**config.mk**
```make
export PLATFORM = sky130hd
export DESIGN_NAME = id_ex_stage_reg_flat
export DESIGN_NICKNAME = d
export VERILOG_FILES = /design/src/rtl/id_ex_stage_reg_if.sv /design/src/rtl/id_ex_stage_reg.sv /design/src/flat_wrapper.sv
export SDC_FILE = /design/constraint.sdc
export NUM_CORES = 1
export LEC_CHECK = 0
export BUFFER_PORTS_ARGS = -buffer_cell sky130_fd_sc_hd__buf_4
export CAP_MARGIN = 20
export CORE_MARGIN = 8
export CORE_UTILIZATION = 50
export CTS_BUF_LIST = sky130_fd_sc_hd__clkbuf_8 sky130_fd_sc_hd__clkbuf_16
export DETAILED_ROUTE_END_ITERATION = 6
export PLACE_DENSITY_LB_ADDON = 0.15
export SLEW_MARGIN = 40
export SYNTH_ARGS = -nofsm -noshare
export SYNTH_HDL_FRONTEND = slang
export SYNTH_SLANG_ARGS = --single-unit
```
**constraint.sdc**
```tcl
create_clock -name clk -period 2.57 [get_ports clk]
set_input_delay 0.257 -clock clk [delete_from_list [all_inputs] [get_ports clk]]
set_output_delay 0.257 -clock clk [all_outputs]
set_load 0.01 [all_outputs]
```
**src/rtl/id_ex_stage_reg_if.sv**
```systemverilog
// ID/EX pipeline register bus: decoder-side inputs and execute-side registered outputs.
// The decoder/control side uses the master modport and the stage register uses the slave modport.
interface id_ex_stage_reg_if #(
  parameter int unsigned DATA_W = 32
);
  logic              stall_i;
  logic              flush_i;
  logic              redirect_i;
  logic [16:0]       ctrl_i;
  logic [4:0]        opcode_i;
  logic [DATA_W-1:0] opa_i;
  logic [DATA_W-1:0] opb_i;
  logic [DATA_W-1:0] imm_i;
  logic [4:0]        rd_i;
  logic [1:0]        alu_flags_i;

  logic [16:0]       ctrl_o;
  logic [4:0]        OpCodeIDEXOUT;
  logic [DATA_W-1:0] opa_o;
  logic [DATA_W-1:0] opb_o;
  logic [DATA_W-1:0] imm_o;
  logic [4:0]        rd_o;
  logic [1:0]        Flags;
  logic              squashing_o;

  modport master (
    output stall_i, flush_i, redirect_i, ctrl_i, opcode_i, opa_i, opb_i, imm_i, rd_i,
           alu_flags_i,
    input  ctrl_o, OpCodeIDEXOUT, opa_o, opb_o, imm_o, rd_o, Flags, squashing_o
  );

  modport slave (
    input  stall_i, flush_i, redirect_i, ctrl_i, opcode_i, opa_i, opb_i, imm_i, rd_i,
           alu_flags_i,
    output ctrl_o, OpCodeIDEXOUT, opa_o, opb_o, imm_o, rd_o, Flags, squashing_o
  );
endinterface

```
**src/rtl/id_ex_stage_reg.sv**
```systemverilog
// ID/EX pipeline register with stall, flush, and a counted branch-squash FSM.
// It also keeps the compare-flag register and the same-cycle Flags bypass for branches.
module id_ex_stage_reg #(
  parameter int unsigned DATA_W   = 32,
  parameter int unsigned SQUASH_N = 2
) (
  input logic              clk,
  input logic              rst_n,
  id_ex_stage_reg_if.slave bus
);

  localparam logic [16:0] BubbleCtrl   = 17'h000F8;
  localparam logic [4:0]  BubbleOpcode = 5'b10111;
  localparam logic [2:0]  SquashLoad   = 3'(SQUASH_N - 1);

  typedef enum logic [0:0] {StIdle, StSquash} state_e;

  state_e            stateQ, stateD;
  logic [2:0]        cntQ, cntD;
  logic              loadBubble;

  logic [16:0]       ctrlQ, ctrlD;
  logic [4:0]        opcodeQ, opcodeD;
  logic [DATA_W-1:0] opaQ, opaD, opbQ, opbD, immQ, immD;
  logic [4:0]        rdQ, rdD;
  logic [1:0]        flagQ, flagD;
  logic              isCmpOrBranch, isBranch;

  // FSM state register
  always_ff @(posedge clk or negedge rst_n) begin
    if (!rst_n) begin
      stateQ <= StIdle;
      cntQ   <= 3'd0;
    end else begin
      stateQ <= stateD;
      cntQ   <= cntD;
    end
  end

  // FSM next state: a redirect always (re)starts the squash window
  always_comb begin
    stateD = stateQ;
    cntD   = cntQ;
    if (bus.redirect_i) begin
      if (SQUASH_N > 1) begin
        stateD = StSquash;
        cntD   = SquashLoad;
      end else begin
        stateD = StIdle;
        cntD   = 3'd0;
      end
    end else if (stateQ == StSquash) begin
      if (cntQ == 3'd1) begin
        stateD = StIdle;
        cntD   = 3'd0;
      end else begin
        cntD = cntQ - 3'd1;
      end
    end
  end

  // FSM outputs
  always_comb begin
    loadBubble      = bus.redirect_i || (stateQ == StSquash) || bus.flush_i;
    bus.squashing_o = (stateQ == StSquash);
  end

  // Pipeline register next state; the bubble outranks the stall
  always_comb begin
    ctrlD   = ctrlQ;
    opcodeD = opcodeQ;
    opaD    = opaQ;
    opbD    = opbQ;
    immD    = immQ;
    rdD     = rdQ;
    if (loadBubble) begin
      ctrlD   = BubbleCtrl;
      opcodeD = BubbleOpcode;
      opaD    = '0;
      opbD    = '0;
      immD    = '0;
      rdD     = '0;
    end else if (!bus.stall_i) begin
      ctrlD   = bus.ctrl_i;
      opcodeD = bus.opcode_i;
      opaD    = bus.opa_i;
      opbD    = bus.opb_i;
      immD    = bus.imm_i;
      rdD     = bus.rd_i;
    end
  end

  always_comb begin
    isBranch      = (opcodeQ == 5'b10100) || (opcodeQ == 5'b10101);
    isCmpOrBranch = isBranch || (opcodeQ == 5'b00100) || (opcodeQ == 5'b00101);
    flagD         = (isCmpOrBranch && !bus.stall_i) ? bus.alu_flags_i : flagQ;
  end

  always_ff @(posedge clk or negedge rst_n) begin
    if (!rst_n) begin
      ctrlQ   <= BubbleCtrl;
      opcodeQ <= BubbleOpcode;
      opaQ    <= '0;
      opbQ    <= '0;
      immQ    <= '0;
      rdQ     <= '0;
      flagQ   <= 2'b00;
    end else begin
      ctrlQ   <= ctrlD;
      opcodeQ <= opcodeD;
      opaQ    <= opaD;
      opbQ    <= opbD;
      immQ    <= immD;
      rdQ     <= rdD;
      flagQ   <= flagD;
    end
  end

  // Branches in EX resolve on this cycle's comparison rather than the stored one
  always_comb begin
    bus.ctrl_o        = ctrlQ;
    bus.OpCodeIDEXOUT = opcodeQ;
    bus.opa_o         = opaQ;
    bus.opb_o         = opbQ;
    bus.imm_o         = immQ;
    bus.rd_o          = rdQ;
    bus.Flags         = isBranch ? bus.alu_flags_i : flagQ;
  end

endmodule

```
**src/flat_wrapper.sv**
```systemverilog
// flat-port wrapper written by rule: the top's interface ports become plain ports
module id_ex_stage_reg_flat 
#(
  parameter int unsigned DATA_W   = 32,
  parameter int unsigned SQUASH_N = 2
)
  (clk, rst_n, bus_stall_i, bus_flush_i, bus_redirect_i, bus_ctrl_i, bus_opcode_i, bus_opa_i, bus_opb_i, bus_imm_i, bus_rd_i, bus_alu_flags_i, bus_ctrl_o, bus_OpCodeIDEXOUT, bus_opa_o, bus_opb_o, bus_imm_o, bus_rd_o, bus_Flags, bus_squashing_o);
  id_ex_stage_reg_if #(.DATA_W(DATA_W)) bus_i ();
  input logic clk;
  input logic rst_n;
  input wire logic [$bits(bus_i.stall_i)-1:0] bus_stall_i;
  input wire logic [$bits(bus_i.flush_i)-1:0] bus_flush_i;
  input wire logic [$bits(bus_i.redirect_i)-1:0] bus_redirect_i;
  input wire logic [$bits(bus_i.ctrl_i)-1:0] bus_ctrl_i;
  input wire logic [$bits(bus_i.opcode_i)-1:0] bus_opcode_i;
  input wire logic [$bits(bus_i.opa_i)-1:0] bus_opa_i;
  input wire logic [$bits(bus_i.opb_i)-1:0] bus_opb_i;
  input wire logic [$bits(bus_i.imm_i)-1:0] bus_imm_i;
  input wire logic [$bits(bus_i.rd_i)-1:0] bus_rd_i;
  input wire logic [$bits(bus_i.alu_flags_i)-1:0] bus_alu_flags_i;
  output wire logic [$bits(bus_i.ctrl_o)-1:0] bus_ctrl_o;
  output wire logic [$bits(bus_i.OpCodeIDEXOUT)-1:0] bus_OpCodeIDEXOUT;
  output wire logic [$bits(bus_i.opa_o)-1:0] bus_opa_o;
  output wire logic [$bits(bus_i.opb_o)-1:0] bus_opb_o;
  output wire logic [$bits(bus_i.imm_o)-1:0] bus_imm_o;
  output wire logic [$bits(bus_i.rd_o)-1:0] bus_rd_o;
  output wire logic [$bits(bus_i.Flags)-1:0] bus_Flags;
  output wire logic [$bits(bus_i.squashing_o)-1:0] bus_squashing_o;
  assign bus_i.stall_i = bus_stall_i;
  assign bus_i.flush_i = bus_flush_i;
  assign bus_i.redirect_i = bus_redirect_i;
  assign bus_i.ctrl_i = bus_ctrl_i;
  assign bus_i.opcode_i = bus_opcode_i;
  assign bus_i.opa_i = bus_opa_i;
  assign bus_i.opb_i = bus_opb_i;
  assign bus_i.imm_i = bus_imm_i;
  assign bus_i.rd_i = bus_rd_i;
  assign bus_i.alu_flags_i = bus_alu_flags_i;
  assign bus_ctrl_o = bus_i.ctrl_o;
  assign bus_OpCodeIDEXOUT = bus_i.OpCodeIDEXOUT;
  assign bus_opa_o = bus_i.opa_o;
  assign bus_opb_o = bus_i.opb_o;
  assign bus_imm_o = bus_i.imm_o;
  assign bus_rd_o = bus_i.rd_o;
  assign bus_Flags = bus_i.Flags;
  assign bus_squashing_o = bus_i.squashing_o;
  id_ex_stage_reg #(.DATA_W(DATA_W), .SQUASH_N(SQUASH_N)) u_core (.clk(clk), .rst_n(rst_n), .bus(bus_i));
endmodule
```
=== Word level (Yosys, flattened, before mapping) ===
Index checks and enable logic that the tools add are counted.

* Output and inout bits: 126
* Logic and storage cells: 43
* Flip-flop bits (word level): 129

* Muxes and demuxes: 19
* Add/sub/neg operators: 1
* Reduce and logical (&&, ||, !) cells: 8
* Equal/unequal tests: 6

{| class="wikitable"
|+ Operator list
! cell !! number
|-
| two-way mux 32 bit || 6
|-
| two-way mux 17 bit || 2
|-
| two-way mux 5 bit || 4
|-
| equality test 5 x 3 -> 1 bit (second input constant) || 2
|-
| equality test 5 bit (second input constant) || 2
|-
| two-way mux 3 bit || 3
|-
| logical OR 1 bit || 5
|-
| equality test 3 x 1 -> 1 bit (second input constant) || 1
|-
| two-way mux 1 bit || 3
|-
| subtractor 3 x 1 -> 3 bit (second input constant) || 1
|-
| two-way mux 2 bit || 1
|-
| inequality test 2 x 1 -> 1 bit (second input constant) || 1
|-
| nonzero test 2 bit || 1
|-
| logical AND 1 bit || 1
|-
| zero test 1 bit || 1
|}

=== Depth between registers and ports, before layout ===
Gate-level depths: netlist (run 1).

* Word-level depth: 5
* Mapped depth: 5
* Gate-level depth less buffers: 5

=== Worst setup path before layout (run 1) ===
No wires, ideal clock.

* Kind: flip-flop to output port
* Start: register u_core.opcodeQ[2], in the netlist u_core.bus.OpCodeIDEXOUT[2]
* End: output port bus_Flags[0]
* Cell stages (with the launch flop): 3
* Path slack: 0.987 ns
* Arrival time: 1.326 ns
* Path through: dfstp_2 > nor4bb_1 > mux2_2

* Longest elaborated chain between the ends: 3

{| class="wikitable"
|+ Ends and longest elaborated chain
! element !! line !! text
|-
| start, declared || id_ex_stage_reg.sv:23 || <nowiki>logic [4:0] opcodeQ, opcodeD;</nowiki>
|-
| start signal, assigned || id_ex_stage_reg.sv:102 || <nowiki>opcodeQ <= BubbleOpcode;</nowiki>
|-
| start signal, assigned || id_ex_stage_reg.sv:110 || <nowiki>opcodeQ <= opcodeD;</nowiki>
|-
| equality test 5 bit || id_ex_stage_reg.sv:94 || <nowiki>isBranch = (opcodeQ == 5'b10100) || (opcodeQ == 5'b10101);</nowiki>
|-
| logical OR 1 bit (*) || id_ex_stage_reg.sv:94 ||
|-
| two-way mux 2 bit (*) || id_ex_stage_reg.sv:127 || <nowiki>bus.Flags = isBranch ? bus.alu_flags_i : flagQ;</nowiki>
|-
| end, declared || flat_wrapper.sv:27 || <nowiki>output wire logic [$bits(bus_i.Flags)-1:0] bus_Flags;</nowiki>
|}

Mark *: on every way between the ends. The rest lies on a longest branch, timed or not.

=== Worst setup path in the final report (run 1) ===
Same ends and word-level chain as after synthesis.

==> run summary, run 1 <==
The floorplan step defined a core boundary enclosing 10300 um2. Summing over every cut layer, the via total after detailed routing is 4781. The per-cell routed wire length is 20.4 um. Counting both buffers and inverters, the worst setup path holds a total of 1. Based on the critical path, the design can be clocked at up to 0.413 GHz. Setup violations remaining at the end of the flow were counted as 0.

For flop-to-flop paths, the worst setup slack is 0.77 ns. The number of input and output port buffers inserted is 255. The transition time of the tightest slew-check pin is 0.639 ns. Traced cell by cell, the critical path runs through nor4bb_1 > mux2_2 > buf_4. The clock transition time at the flip-flop clock pins of the worst setup and hold paths is 0.06 ns. The commonest non-fill, non-tap cell in the layout is buf_4. The overall die area came out at 14100 um2.

The overall routed net length is 19100 um. The fill cell total of the finished layout is 497. The setup total negative slack is 0 ns. The number of endpoints with negative hold slack in the final report is 0. For this configuration, the core starts out at a cell density of 51.4%. The tree is rooted in a clkbuf_8. The number of global-route vias before repair came out at 5419. The clock tree skew after final layout is 0.00680 ns. The area growth from synthesis to final layout came out at 68.8%. The flow ran to the end, and the final reports show no timing, DRC or antenna violations. The data arrival time at the worst-slack endpoint is 2.16 ns. The post-route fraction of the period consumed by the critical path came out at 94.2%.

The maximum VDD drop is 0.000454 V. Grouping stages by cell kind, the critical path spends the most delay in simple AND/OR/NAND/NOR gates. The met3 routed wirelength came out at 1590 um. The DRC violation total after the first TritonRoute iteration came out at 312. The number of antenna violations at the first check in global routing is 1. The detailed-route wire length on metal 1 came out at 7140 um. The number of cells upsized or downsized after cts is 0.

The synthesized area per cell came out at 12.4 um2. The number of iterations in the first detailed-routing pass is 4. The worst hold path belongs to the class primary input to register. The tool flagged a number of max-cap violations equal to 0. In the layout the commonest cells are 261 x buf_4, 125 x mux2i_1, 120 x dfrtp_1, 116 x nor2_1, 106 x dlygate4sd3_1. The category of the critical setup timing path is register to output pin.

The critical path capture point type is an output pin. The share of layout cells above drive strength 1 is 38.1%. The library cell contributing the largest single delay on the critical path is nor4bb_1. The horizontal die dimension is 119 um. Once the clock tree was built, the setup fixing pass inserted 0 buffers.

After detailed routing, no signal wire sits above met4. At the end of the flow the core is filled with cells to 86.7%. The number of routed nets with antenna violations is 0.

The worst-skew pair later-pin latency came out at 0.51 ns. At the end of routability-driven placement, the weighted congestion stood at 0.751. In the routed design, unresolved DRC markers number 0. The count of unique library cells instantiated by Yosys is 19. The all-layer global routing usage came out at 26.5%. Synthesis produced 426 cells. The total clock sinks is 129.

Synthesis inferred 129 register bits. The final global-route overflow total is 0. Setup repair after global routing left no endpoint under its margin. In this run, CTS created clock tree buffers numbering 17. The via density per instance came out at 5.10. The routed design could run at a clock period as short as 2.42 ns.

The maximum level of the CTS H-tree is 4. The cell area after synthesis came out at 5280 um2. Counting every net in the synthesized netlist gives 558. The sum of net half-perimeters after detailed placement is 11500 um. The number of warnings reported in the yosys synthesis log is 0.

In this run the count of I/O pins placed on the die edge is 256. The max-slew violation total from the final report is 0. The endpoint required time on the critical path is 2.31 ns.

In this design, the stage delay of the slowest critical-path cell is 0.55 ns. The biggest fanout along the worst timing path is 4. The CTS tree is built. The net count of the finished layout is 920. The clock tree buffer depth is 2. Wire segments on met2 add up to 9910 um in the final route. The floorplan row count came out at 37. Of the synthesized area, sequential elements account for 61.4%. The global-route wire length before repair is 29500 um. Summed over all cells, the static leakage comes to 4.75 nW. The die span in y is 119 um. The pin count of the biggest net entering global routing came out at 67. The worst setup path is launched from a register. In this run the power density over the cells is 581 nW/um2.

The headroom to the max-slew limit came out at 57.4%.
final cells by class:
class	instances	area (um2)	area share, %
Sequential cell	129	3240	36.4
Multi-Input combinational cell	266	1860	20.9
Inverter	4	15.0	0.169
Clock buffer	19	442	4.96
Clock inverter	13	108	1.21
Antenna cell	1	2.50	0.0281
Tap cell	136	170	1.91
Timing Repair Buffer	370	3070	34.5
worst register-to-register path, cell delays in order, from the launching register on:
cell,delay (ns)
dfrtp_1,0.46
nor3_2,0.53
nand2_1,0.14
dlygate4sd3_1,0.60
per-layer routing:
metal  up-vias  GRT usage, %
li1       2148             -
met1      2352          28.6
met2       239          46.3
met3        42          10.0
met4         0          10.4
met5         -             0
what timing repair did:
action,in CTS,in global routing
endpoints found under the hold margin,131,2
hold buffers,104,2
endpoints found under the setup margin,0,0
flip-flops by register name, indices dropped and copies added (netlist names):
name,flops
u_core.bus.squashing_o,1
u_core.bus.OpCodeIDEXOUT,5
u_core.flagQ,2
u_core.bus.ctrl_o,17
u_core.bus.rd_o,5
u_core.bus.imm_o,32
u_core.bus.opb_o,32
u_core.cntQ,3
u_core.bus.opa_o,32
logic make-up after synthesis:
group	count (synthesis)	share of synthesized area, %
AO/OA/AOI/OAI	3	0.284
adder cells (fa/ha/maj)	2	0.474
buffers and inverters	31	3.56
flip-flops	129	61.4
multiplexers	129	24.6
AND/OR/NAND/NOR	132	9.77
path summary, 6_finish.rpt:
| check | startpoint | endpoint | cells past startpoint |
|---|---|---|---|
| worst max-delay path | u_core.bus.OpCodeIDEXOUT[2] | bus_Flags[0] | 3 |
| worst min-delay path | bus_opb_i[17] | u_core.bus.opb_o[17] | 3 |
| worst max register to register | u_core.bus.squashing_o | u_core.bus.ctrl_o[5] | 3 |
| worst min register to register | u_core.flagQ[1] | u_core.flagQ[1] | 1 |
| max in group asynchronous | rst_n | u_core.bus.opa_o[9] | 3 |
| min in group asynchronous | rst_n | u_core.bus.imm_o[1] | 2 |
Yosys cell counts, drive strengths merged:
library cell	number	area (um2)
a21oi	1	5.00
buf	22	154
clkbuf	5	18.8
dfrtp	120	3000
dfstp	9	236
ha	2	25.0
inv	4	15.0
mux2	4	45.0
mux2i	125	1250
nand2	10	37.5
nand2b	1	6.26
nor2	116	435
nor2b	1	6.26
nor3	1	5.00
nor4b	1	8.76
nor4bb	1	10.0
o21ai	2	10.0
or3	1	6.26
power breakdown:
group	internal, mW	switching (mW)
logic	0.438	0.352
registers	2.10	0.0477
clock network	1.40	0.838
metrics by stage:
stage / setup WS, ns / instance area (um2) / power, mW / hold slack (ns) / instances
finish: 0.149 / 8910 / 5.18 / 0.00122 / 938
global route: 0.0361 / 8910 / 5.37 / 0.00963 / 938
CTS: 0.174 / 8890 / 5.16 / 0.000522 / 935
detailed placement: 0.727 / 7300 / 2.81 / 0.241 / 799
global placement: 0.772 / 7290 / 2.79 / 0.239 / 799
floorplan: 0.987 / 5280 / 2.47 / -0.0386 / 426
No activity file was read; power rests on OpenSTA's default activity.
==> run 2, diff against run 1 <==
- REMOVE_ABC_BUFFERS: default -> 1
==> run 2 against run 1 <==
Register-to-register slack improved by 0.10 ns. Sequential cell count did not move. Sequential power hardly changed. Worst hold slack improved by 0.0070 ns. Via count shrank 1.4%. Largest power group unchanged. Highest routed layer unchanged.
==> run summary, run 2 (same netlist as run 1, synthesis figures left out) <==
After clock tree synthesis, the clock-pin slew on the worst setup and hold paths is 0.06 ns. Setup slack on the worst reg-to-reg path comes out at 0.87 ns. The cell depth of the worst min-delay path came out at 3. The worst hold path begins at bus_ctrl_i[9].

The data arrival time at the worst-slack endpoint came out at 2.08 ns. In this run the vertical extent of the chip is 119 um. In this run the clock root is driven by a clkbuf_8.

The ratio of total power to cell area is 598 nW/um2. The overall routed net length came out at 18700 um. In this run the standard cell core region covers 10300 um2. The number of antenna violations at the first check in global routing came out at 1. The area of all placed cells without fillers is 8980 um2. The placed standard-cell area came out at 7290 um2. Together, buffers and inverters on the worst path number 1. The layout net count came out at 921. The critical path is of the register to output pin type.

The worst hold path belongs to the class primary input to register. The worst hold path terminates at u_core.bus.ctrl_o[9]. The DRC violation total after the first TritonRoute iteration came out at 340.

At the pin with the least slew margin, the transition time is 0.753 ns. The maximum level of the CTS H-tree came out at 4. The floorplan row count came out at 37.

The via density per instance came out at 5.02. The number of max-cap violations came out at 0. The final global-route overflow total came out at 0. Once detail routing completed, the nets flagged for antenna violations numbered 0. The per-cell routed wire length is 19.9 um.

Setup repair after global routing left no endpoint under its margin. Entering global routing, the biggest net connects 130 pins. On the critical path the largest part of the delay comes from flip-flops.

The startpoint identified for the worst register-to-register timing path is u_core.bus.squashing_o. The signal on the critical path passes through nor4bb_1 > mux2_2 > buf_4. Based on the critical path, the design can be clocked at up to 0.428 GHz. In this run the count of I/O pins placed on the die edge is 256. The final core area utilization is 87.4%. The number of endpoints with negative hold slack in the final report is 0. The reg-to-reg endpoint is u_core.bus.imm_o[10]. The overall power of the completed layout is 5.37 mW. The sum of net half-perimeters after detailed placement came out at 10900 um.

The clock tree buffer depth is 2. The largest individual stage delay along the critical path comes from the cell dfstp_2. The maximum VDD drop is 0.000560 V. The number of buffers created by CTS came out at 17. The first global-routing pass estimated 29200 um of wire. The clock period minus final worst setup slack came out at 2.34 ns.

STA classifies the critical path startpoint as a register. The commonest non-fill, non-tap cell in the layout is buf_4. The max-slew violation total from the final report is 0. The critical path capture point type is an output pin.

The worst path uses 91.0% of the clock period. The stage delay of the slowest cell on the critical path is 0.56 ns. The biggest fanout along the worst timing path is 4.

The leakage power summed over all cells came out at 4.75 nW. TritonCTS built the clock tree. The setup total negative slack is 0 ns.

The number of global-route vias before repair came out at 5302. The overall die area is 14100 um2. The initial core utilization is 51.4%.

The share of layout cells above drive strength 1 is 38.4%. The floorplan step set the die width to 119 um. In the routed design, unresolved DRC markers number 0.

The clock reaches the later pin of the worst-skew pair after 0.51 ns. Once the clock tree was built, the resizer swapped 0 gates to a different size. The number of setup violations in the final report is 0. Counting cells, the worst reg-to-reg path comes to 3. The all-layer global routing usage is 26.0%.

The number of iterations in the first detailed-routing pass is 5. The run finished with clean final reports. Fill cells in the final layout number 483. The area growth from synthesis to final layout came out at 70.2%. Once the clock tree was built, the setup fixing pass inserted 0 buffers. The headroom to the max-slew limit is 49.8%. The top cell types in the final layout, fill and taps aside, are 258 x buf_4, 125 x mux2i_1, 120 x dfrtp_1, 116 x nor2_1, 109 x dlygate4sd3_1.

The worst hold-check slack came out at 0.00817 ns. The endpoint required time on the critical path is 2.31 ns. The routed via count is 4715. Routability-driven placement finished with a final weighted congestion of 0.768. The number of input and output port buffers inserted is 255. Counting every sink on the clock net gives 129. The clock tree skew after final layout came out at 0.00773 ns.
-- run 2: cell types whose count changed in the layout (fill, tap and decap cells not counted), sizes merged --
cell,previous run,this run
clkinvlp,0,5
buf,264,261
dlygate4sd3,106,109
inv,10,7
bufinv,2,3
clkbuf,19,18
clkinv,5,4
-- run 2: worst max path at each step --
| stage | start | to | slack, ns | cells past startpoint |
|---|---|---|---|---|
| after floorplan | u_core.bus.squashing_o | u_core.bus.OpCodeIDEXOUT[3] | -0.02 | 2 |
| after global placement | u_core.bus.OpCodeIDEXOUT[2] | bus_Flags[1] | 0.86 | 3 |
| after detailed placement | u_core.bus.OpCodeIDEXOUT[2] | bus_Flags[1] | 0.81 | 3 |
| after CTS | u_core.bus.OpCodeIDEXOUT[2] | bus_Flags[1] | 0.25 | 3 |
| after global routing | u_core.bus.OpCodeIDEXOUT[2] | bus_Flags[1] | 0.14 | 3 |
| final | u_core.bus.OpCodeIDEXOUT[2] | bus_Flags[1] | 0.23 | 3 |
-- run 2: area by class of cell --
cell class,instances,area [um2],area share [%]
multi-input combinational,266,1860,20.7
antenna,1,2.50,0.0279
clock inverter,15,185,2.06
tap,136,170,1.89
sequential,129,3240,36.1
inverter,4,15.0,0.167
clock buffer,17,414,4.61
timing repair buffer,371,3100,34.5
-- run 2: power breakdown --
part	internal [mW]	switching [mW]
combinational	0.444	0.347
sequential	2.10	0.0468
clock	1.49	0.948
total	4.03	1.34
-- run 2: layer usage --
metal  GRT usage, %  vias to the layer above  wire length [um]
met2           45.0                      221              9630
met1           29.4                     2318              7220
met3           8.23                       32              1360
li1               -                     2144                 -
met5              0                        -                 0
met4           10.2                        0               447
-- run 2: timing repair --
item,4_1_cts,5_1_grt
setup endpoints to repair,0,0
hold endpoints to repair,230,1
hold buffers,108,1
-- run 2: worst min-delay path, stage by stage --
cell     delay, ns
buf_4         0.08
mux2i_1       0.05
nor2_1        0.10
-- run 2: metrics by stage --
step           setup WS [ns]  cells
6_report               0.231    939
4_1_cts                0.249    937
5_1_grt                0.137    939
3_5_place_dp           0.806    797
3_3_place_gp           0.864    797
2_1_floorplan        -0.0248    399
==> run 3, diff against run 2 <==
- RECOVER_POWER: default -> 25
- SLEW_MARGIN: 40 -> 30
==> run 3 against run 2 <==
The run now ends with capacitance limit, slew limit left. Sequential share of layout area up 0.060 points. Clock-buffer cell count stayed put. Final area fell by 0.17%. Core utilization fell by 0.15 points.
==> run summary, run 3 (same netlist as run 1, synthesis figures left out) <==
The run finished, with violations left. The final reports fail on capacitance limit, slew limit. Setup repair after global routing left no endpoint under its margin. From synthesis to final layout, the design area changed by 69.9%. The maximum operating frequency is 0.427 GHz. The endpoint required time on the critical path came out at 2.31 ns. The internal power consumption is 4.03 mW. The critical path capture point type is an output pin. The maximum level of the CTS H-tree came out at 4. The buffers inserted during post-CTS setup optimization is 0. For this block, the initial DRC count from the detailed router was 346. The part of the total power dissipated in the clock network came out at 45.3%. In this run the tightest slew margin relative to its limit is -14.6%. The ratio of total power to cell area is 598 nW/um2. The pin count of the biggest net entering global routing is 130. The number of cells upsized or downsized after cts came out at 0. The final RePlAce weighted congestion is 0.768. The number of antenna violations at the first check in global routing was 1.

For the worst-skew pair, the clock arrives at the later sink with an insertion delay of 0.51 ns. The worst path needs 2.34 ns of the cycle, external delays included. The worst-case IR drop observed on VDD is 0.000560 V. The horizontal die dimension is 119 um.

The number of routed nets with antenna violations is 0. The share of total power dissipated in combinational logic is 14.7%. The area of the core is 10300 um2.

The number of endpoints with negative hold slack in the final report came out at 0. CTS placed an instance of clkbuf_8 at the clock tree root. The number of input and output port buffers inserted came out at 255. The number of ports placed on the die boundary is 256. The die covers 14100 um2. The first global-routing pass estimated 29200 um of wire.

The fill cell total of the finished layout came out at 486. Traced cell by cell, the critical path runs through nor4bb_1 > mux2_2 > buf_4. The share of total power consumed by net switching is 24.9%.

The number of setup violations in the final report came out at 0. The post-route fraction of the period consumed by the critical path is 91.0%. Registers are responsible for 40.0% of the overall power. For the pin with the worst max-slew slack, the measured transition is 1.72 ns. The via density per instance is 5.04. The routed via count came out at 4728. The clock tree buffer depth is 2. The overall routed net length came out at 18600 um.

The final global-route overflow total came out at 0. The worst hold-check slack is 0.00696 ns. The critical path is of the register to output pin type. In the layout the commonest cells are 257 x buf_4, 125 x mux2i_1, 120 x dfrtp_1, 116 x nor2_1, 109 x dlygate4sd3_1. Of all nets on the critical path, the largest fanout is 4. The library cell used most frequently in the layout, excluding fill and tap cells, is buf_4. The sum of net half-perimeters after detailed placement came out at 10900 um. The total clock sinks came out at 129. The initial core utilization came out at 51.4%.

The leakage power summed over all cells came out at 4.74 nW. The CTS tree is built. After detailed placement, the design holds a cell count of 797. The clock tree skew after final layout came out at 0.00665 ns. The floorplan step set the die height to 119 um. The number of max-cap violations came out at 1. Leaving out filler cells and counting taps, the final layout contains 939. The floorplan row count is 37. The max-slew violation total from the final report is 130. The layout net count came out at 921. The number of global-route vias before repair is 5302.

The DRC violation count after routing is 0. STA classifies the critical path startpoint as a register. The number of iterations in the first detailed-routing pass is 4. In this design, the stage delay of the slowest critical-path cell is 0.56 ns. The data arrival time at the worst-slack endpoint is 2.08 ns.

Counting the buffers created by CTS gives 17. The all-layer global routing usage is 26.0%. The per-cell routed wire length came out at 19.8 um. The clock transition time at the flip-flop clock pins of the worst setup and hold paths is 0.06 ns. The library cell contributing the largest single delay on the critical path is dfstp_2. The total net switching power is 1.34 mW. The number of hold buffers added after CTS was 108. The post-route netlist has 38.4% of its cells at a drive strength greater than 1. The tightest min-delay check is of the primary input to register type.
-- run 3: power groups by stage --
stage	Clock (mW)	Sequential [mW]	Combinational (mW)
2_1_floorplan	0	2.19	0.217
3_3_place_gp	0	2.17	0.615
3_5_place_dp	0	2.18	0.634
4_1_cts	2.43	2.14	0.774
5_1_grt	2.56	2.15	0.842
6_report	2.43	2.15	0.787
-- run 3: path summary, 6_finish.rpt --
check                                                 start                    to  slack, ns  cells after the start
worst max-delay path            u_core.bus.OpCodeIDEXOUT[2]          bus_Flags[1]       0.23                      3
max in group asynchronous                             rst_n    u_core.bus.rd_o[2]       0.62                      3
worst min register to register         u_core.bus.imm_o[17]  u_core.bus.imm_o[17]       0.52                      2
min in group asynchronous                             rst_n  u_core.bus.opb_o[12]       0.83                      3
worst min-delay path                          bus_ctrl_i[9]  u_core.bus.ctrl_o[9]      0.007                      3
worst max register to register       u_core.bus.squashing_o  u_core.bus.imm_o[10]       0.86                      3
-- run 3: metrics by stage --
step / utilization (%) / worst slack, ns / cell area, um2 / power (mW) / setup TNS (ns)
global route: 87.3 / 0.137 / 8970 / 5.55 / 0
detailed placement: 70.9 / 0.806 / 7290 / 2.81 / 0
floorplan: - / -0.0248 / 5110 / 2.41 / -2.83
global placement: 70.9 / 0.864 / 7290 / 2.79 / 0
CTS: 87.3 / 0.249 / 8970 / 5.35 / 0
finish: 87.3 / 0.230 / 8970 / 5.37 / 0
-- run 3: cell type report --
class                           count  area, um2  share of cell area (%)
Antenna cell                        1       2.50                  0.0279
Tap cell                          136        170                    1.90
Inverter                            4       15.0                   0.167
Timing Repair Buffer              371       3090                    34.4
Clock inverter                     15        185                    2.06
Sequential cell                   129       3240                    36.1
Clock buffer                       17        414                    4.62
Multi-Input combinational cell    266       1860                    20.7
-- run 3: metal layers --
metal / global-route usage, % / share of wire [%]
met5: 0 / 0
met4: 10.2 / 2.8
met3: 8.23 / 7.3
met2: 45.0 / 51
met1: 29.4 / 39
-- run 3: critical path, delay by kind of cell, from the launching register on --
family                 cells  cell delay (ns)
flip-flops                 1             0.56
multiplexers               1             0.40
buffers and inverters      1             0.15
AND/OR/NAND/NOR            1             0.46
